`config.mk`:
```
export PLATFORM = sky130hd
export DESIGN_NAME = dmc_line_filler
export DESIGN_NICKNAME = d
export VERILOG_FILES = /design/src/rtl/dmc_line_filler.sv
export SDC_FILE = /design/constraint.sdc
export NUM_CORES = 1
export LEC_CHECK = 0
export BUFFER_PORTS_ARGS = -buffer_cell sky130_fd_sc_hd__buf_2
export CAP_MARGIN = 20
export CORE_MARGIN = 2
export CORE_UTILIZATION = 35
export DETAILED_ROUTE_END_ITERATION = 6
export PLACE_DENSITY = 0.61
export SLEW_MARGIN = 20
export SYNTH_ARGS = -nofsm -noshare
export SYNTH_HDL_FRONTEND = slang
export SYNTH_SLANG_ARGS = --single-unit
```
`constraint.sdc`:
```
create_clock -name clk -period 5.2 [get_ports clk]
set_input_delay 1.04 -clock clk [delete_from_list [all_inputs] [get_ports clk]]
set_output_delay 1.04 -clock clk [all_outputs]
set_load 0.05 [all_outputs]
```
`src/rtl/dmc_line_filler.sv`:
```
// dmc_line_filler: miss handler and line-fill controller for a 32-line x 16-byte direct-mapped cache.
// Optional fetch watchdog is compiled in when DMC_FILL_TIMEOUT_EN is defined.
module dmc_line_filler #(
  parameter int AW      = 24,
  parameter int TIMEOUT = 255
) (
  input  logic          clk,
  input  logic          rst_n,
  input  logic          cpu_req,
  input  logic [AW-1:0] cpu_addr,
  input  logic          hit,
  output logic          cpu_ready,
  output logic          busy,
  output logic          mem_req,
  output logic [AW-1:0] mem_addr,
  input  logic          mem_ack,
  input  logic [31:0]   mem_rdata,
  output logic [AW-1:0] fill_addr,
  output logic [127:0]  line,
  output logic          wr,
  output logic          fill_err,
  output logic [1:0]    dbg_state
);

  typedef enum logic [1:0] {
    S_IDLE  = 2'd0,
    S_FETCH = 2'd1,
    S_WRITE = 2'd2
  } state_t;

  state_t          r_state;
  state_t          w_next_state;
  logic [1:0]      r_beat;
  logic [127:0]    r_line;
  logic [AW-1:0]   r_base;
  logic            w_miss;
  logic            w_beat_done;
  logic            w_timeout;

  // Memory handshake: mem_req/mem_addr stay stable until a cycle with mem_req & mem_ack;
  // that cycle transfers one beat, and mem_ack without mem_req carries no data.
  assign w_miss      = cpu_req & ~hit;
  assign w_beat_done = (r_state == S_FETCH) & mem_ack;

`ifdef DMC_FILL_TIMEOUT_EN
  logic [7:0] r_wdog;

  always_ff @(posedge clk or negedge rst_n) begin
    if (!rst_n) begin
      r_wdog <= 8'd0;
    end else if ((r_state != S_FETCH) || mem_ack) begin
      r_wdog <= 8'd0;
    end else begin
      r_wdog <= r_wdog + 8'd1;
    end
  end

  assign w_timeout = (r_state == S_FETCH) & ~mem_ack & (r_wdog == 8'(TIMEOUT));
`else
  assign w_timeout = 1'b0;
`endif

  always_ff @(posedge clk or negedge rst_n) begin
    if (!rst_n) begin
      r_state <= S_IDLE;
    end else begin
      r_state <= w_next_state;
    end
  end

  always_comb begin
    w_next_state = r_state;
    case (r_state)
      S_IDLE:  if (w_miss) w_next_state = S_FETCH;
      S_FETCH: begin
        if (w_beat_done && (r_beat == 2'd3)) begin
          w_next_state = S_WRITE;
        end else if (w_timeout) begin
          w_next_state = S_IDLE;
        end
      end
      S_WRITE: w_next_state = S_IDLE;
      default: w_next_state = S_IDLE;
    endcase
  end

  // Base is stored line-aligned, so beat addresses can never leave the line.
  always_ff @(posedge clk or negedge rst_n) begin
    if (!rst_n) begin
      r_beat <= 2'd0;
      r_line <= 128'd0;
      r_base <= '0;
    end else if ((r_state == S_IDLE) && w_miss) begin
      r_base <= cpu_addr & {{(AW-4){1'b1}}, 4'h0};
      r_beat <= 2'd0;
    end else if (w_beat_done) begin
      r_line[{r_beat, 5'd0} +: 32] <= mem_rdata;
      r_beat                       <= r_beat + 2'd1;
    end
  end

  assign cpu_ready = (r_state == S_IDLE) & cpu_req & hit;
  assign busy      = (r_state != S_IDLE);
  assign mem_req   = (r_state == S_FETCH);
  assign mem_addr  = r_base | {{(AW-4){1'b0}}, r_beat, 2'b00};
  assign fill_addr = r_base;
  assign line      = r_line;
  assign wr        = (r_state == S_WRITE);
  assign fill_err  = w_timeout;
  assign dbg_state = r_state;

endmodule

```
---- Word-level counts from Yosys, hierarchy flattened ----
Cells that the tools add are included.
word-level totals
  register bits ........................... 152
  input port bits ......................... 61
  output and inout bits ................... 183
  word-level logic and storage cells ...... 33
operators by class
  $add $sub $neg .......................... 2
  eq/ne operators ......................... 5
  shifts and indexed selects .............. 2
  multiplexer cells ....................... 6
  bitwise gates (word level) .............. 7
  reductions and logical operators ........ 7
operator list
  operator                                                count
  bitwise mux 128 bit                                     1
  variable shift 32 x 9 -> 128 bit, first input constant  1
  variable part select 32 x 9 -> 128 bit                  1
  bitwise OR 24 x 4 -> 24 bit                             1
  negation 7 -> 9 bit                                     1
  2-to-1 mux 2 bit                                        4
  bitwise AND 1 bit                                       4
  == test 2 bit, second input constant                    2
  case mux 2 bit (2 select lines)                         1
  AND reduction 2 bit                                     2
  nonzero test 2 bit                                      2
  adder 2 x 1 -> 2 bit, second input constant             1
  == test 2 x 1 -> 1 bit, second input constant           1
  logical AND 1 bit                                       2
  logical NOT 2 bit                                       1
  != test 2 x 1 -> 1 bit, second input constant           1
  != test 2 bit, second input constant                    1
  NOT 1 bit                                               2

---- Depth between registers and ports, before layout ----
  word-level depth ........................ 5
  mapped depth ............................ 7
  depth with buffers taken out ............ 5

---- Least setup slack after synthesis ----
No wires, ideal clock.
  path type ............................... flip-flop to output port
  start ................................... register r_state[0] (netlist: dbg_state[0])
  end ..................................... output mem_req
  arrival time ............................ 1.651 ns
  required time ........................... 4.160 ns
  slack ................................... 2.509 ns
  cell stages (with the launch flop) ...... 3
  buffers on the path ..................... 1
  cells stage by stage .................... dfrtp_1 > buf_4 > nor2b_1
between the ends
  cells in the longest elaborated chain, start to end .. 1
RTL lines
  item                      line  source
  start: declaration        31    state_t r_state;
  start signal: assignment  67    r_state <= w_next_state;
  == test 2 x 1 -> 1 bit    104   assign mem_req = (r_state == S_FETCH);
  end: declaration          14    output logic mem_req,
No other way between the ends.

---- Final worst setup path ----
  start ................................... input mem_ack
  end ..................................... register r_line[33] (netlist: line[33])
between the ends
  cells in the longest elaborated chain, start to end .. 2
RTL lines
  item                                  line  source
  start: declaration                    16    input logic mem_ack,
  bitwise AND 1 bit                     43    assign w_beat_done = (r_state == S_FETCH) & mem_ack;
  AND reduction 2 bit (no source line)  n/a
  end signal: indexed assignment        97    r_line[{r_beat, 5'd0} +: 32] <= mem_rdata;
  end: declaration                      34    logic [127:0] r_line;
No other way between the ends.
A chain may end at the register's enable or synchronous reset.

==> summary.md <==
| Metric | Value |
|---|---|
| Ys Warns | 0 |
| Max Cap Viol | 0 |
| Share of post-route cells with drive strength above 1 | 43.9% |
| Clock Path Buffers | 2 |
| Post-DP HPWL | 11500 µm |
| GPL Wtd Cong | 0.771 |
| Yosys cell types | 28 |
| Vert. Die Dim | 135 µm |
| Setup CP Type | input pin to flop |
| Worst Path Max Fanout | 34 |
| Hold wc startpoint | line[2] |
| Hold Path Class | flop to flop |
| H-tree depth reported by CTS | 4 |
| Chip width | approximately 130 µm |
| Top post-synthesis cells by area | dfrtp_1 64%, a22o_1 14%, nand2_1 4.0% |
| Slew Viols, Final | 0 |
| Sequential area share after synthesis | 63.8% |
| IO Port Bufs | roughly 230 |
| Post-Syn Instances | ~460 |
| Rel. slew slack | 35.3% |
| Synth top area share | a little under two thirds |
| Post-route DRC | 0 |
| Ports | 244 |
| Post-Synthesis Cell Area | 5970 µm² |
| Vias in the first global route | around 4500 |
| Crit start category | input pin |
| Asr flop ratio synth | 100% |
| Sink Count | 152 |
| # rows | 47 |
| Starting Density | 35.8% |
| First-pass GRT wire length | ~26000 µm |
| Clock slew at reported path FFs | 0.06 ns |
| CP Capture Type | flop |
| Largest net degree at the start of global routing | around 70 |
| Fin crit period | just under 3 ns |
| Setup Skew | about 0.0091 ns |
| Vias/cell | around 5.0 |
| Worst-margin pin slew | between 0.9 and 1 ns |
| Mean Syn Cell Area | between 10 and 15 µm² |
| Synth-to-Final Area Change | 30.2% |
| Total grt overflow | 0 |
| Largest area contributor in the netlist | dfrtp_1 |
| Tcrit/Tclk final | between 50 and 60% |
| Drt first pass iters | 4 |
| FILL cells | about 1600 |
| GR Util All Layers | 18.7% |
| Total Neg Setup Slack | 0 ns |
| Post-synth EDFFs | 0 |
| Initial antenna violation count | 1 |
| CTS tree | done |
| Num CTS Buffers | 17 |
| Post-CTS Setup Repair Bufs | 0 |
| Arr. time, crit path | between 3 and 4 ns |
| Commonest cells post-synth | 152 x dfrtp_1, 96 x a22o_1, 64 x nand2_1 |
| WL/cell | about 18 µm |
| Antenna Violating Nets Remaining | 0 |
| Req. time, crit path | around 5.6 ns |
| Core Footprint | 16600 µm² |
| Die ar. | 18100 µm² |
| Clk_lat worst skew | 0.42 ns |
| Total wire length | 16600 µm |
| Final Hold Fails | 0 |
| Synth Register Bits | 152 |
| Status | complete, no violations |
| Setup violators final | 0 |
| Fmax | 343 MHz |
| RSZ-0062 raised after global routing | no |
| PostCTS Resize Cnt | 0 |
| CP startpoint | mem_ack |
| FF-to-FF Start | r_beat[0] |
| DR vias | 4488 |
| Fin nets | 731 |
| Root buf cell | clkbuf_16 |
| CTS Hold Bufs | 0 |
| Initial DRC count | 281 |
| Top_reg_cell synth | dfrtp_1 |
| Count leader, synth | dfrtp_1 |
-- per-layer routing --
layer | vias to the layer above | global-route usage, % | share of wire, %
li1 | 2023 | - | -
met1 | 2264 | 24.9 | 44
met2 | 177 | 29.3 | 48
met3 | 24 | 4.84 | 6.0
met4 | 0 | 7.78 | 2.2
met5 | - | 0 | 0
-- critical path, cell delays in order --
cell,delay (ns)
buf_2,0.18
nand4b_4,0.56
nor4_4,0.92
buf_4,0.38
a22o_1,0.17
-- layout by cell type (no fill, tap or decap), types with 3 or more instances in the layout --
cell type  instances
buf_2            231
dfrtp_1          152
a22o_1            96
nand2_1           64
o21ai_0           32
mux2_2            19
clkbuf_16         17
buf_4             10
conb_1             7
inv_1              5
ha_1               5
nor2_1             4
clkinv_2           3
clkbuf_1           3
clkbuf_8           3
bufinv_16          3
-- sequential cells by signal, summed over array words and instances (netlist names) --
register / cells
dbg_state: 2
fill_addr: 20
line: 128
r_beat: 2
-- cell families after synthesis --
group / Yosys count / share of synthesized area (%)
buf+inv: 62 / 6.27
simple gates: 84 / 7.87
mux: 21 / 3.94
fa+ha+maj: 5 / 1.05
flops: 152 / 63.8
compound gates: 129 / 16.9
other cells: 1 / 0.0629
xor+xnor: 1 / 0.147
-- stage by stage --
stage	worst slack, ns	utilization [%]	hold WS, ns	cells	cell area, µm²
after floorplan	2.51	-	0.744	461	5990
after global placement	1.92	43.1	0.460	866	7170
after detailed placement	1.84	43.1	0.465	866	7170
after CTS	2.22	46.7	0.479	897	7760
after global routing	2.06	46.7	0.508	897	7760
final	2.28	46.7	0.472	898	7770
-- final timing paths --
kind	to	slack (ns)	depth (start not counted)
setup / recovery	line[33]	2.28	5
hold / removal	line[2]	0.47	2
setup reg to reg	line[78]	2.29	6
hold reg to reg	line[2]	0.47	2
max in group asynchronous	line[98]	3.47	2
min in group asynchronous	fill_addr[21]	0.53	1
-- cell type report --
class | count | area (µm²) | area share [%]
Timing Repair Buffer | 242 | 1240 | 16.0
Sequential cell | 152 | 3800 | 49.0
Tap cell | 220 | 275 | 3.54
Antenna cell | 1 | 2.50 | 0.0322
Clock inverter | 8 | 120 | 1.55
Clock buffer | 23 | 478 | 6.15
Multi-Input combinational cell | 247 | 1830 | 23.5
Inverter | 5 | 18.8 | 0.242
Power is left out: the tool's default activity adds up to more than one toggle a clock period on the data nets, which glitch-free logic cannot reach.
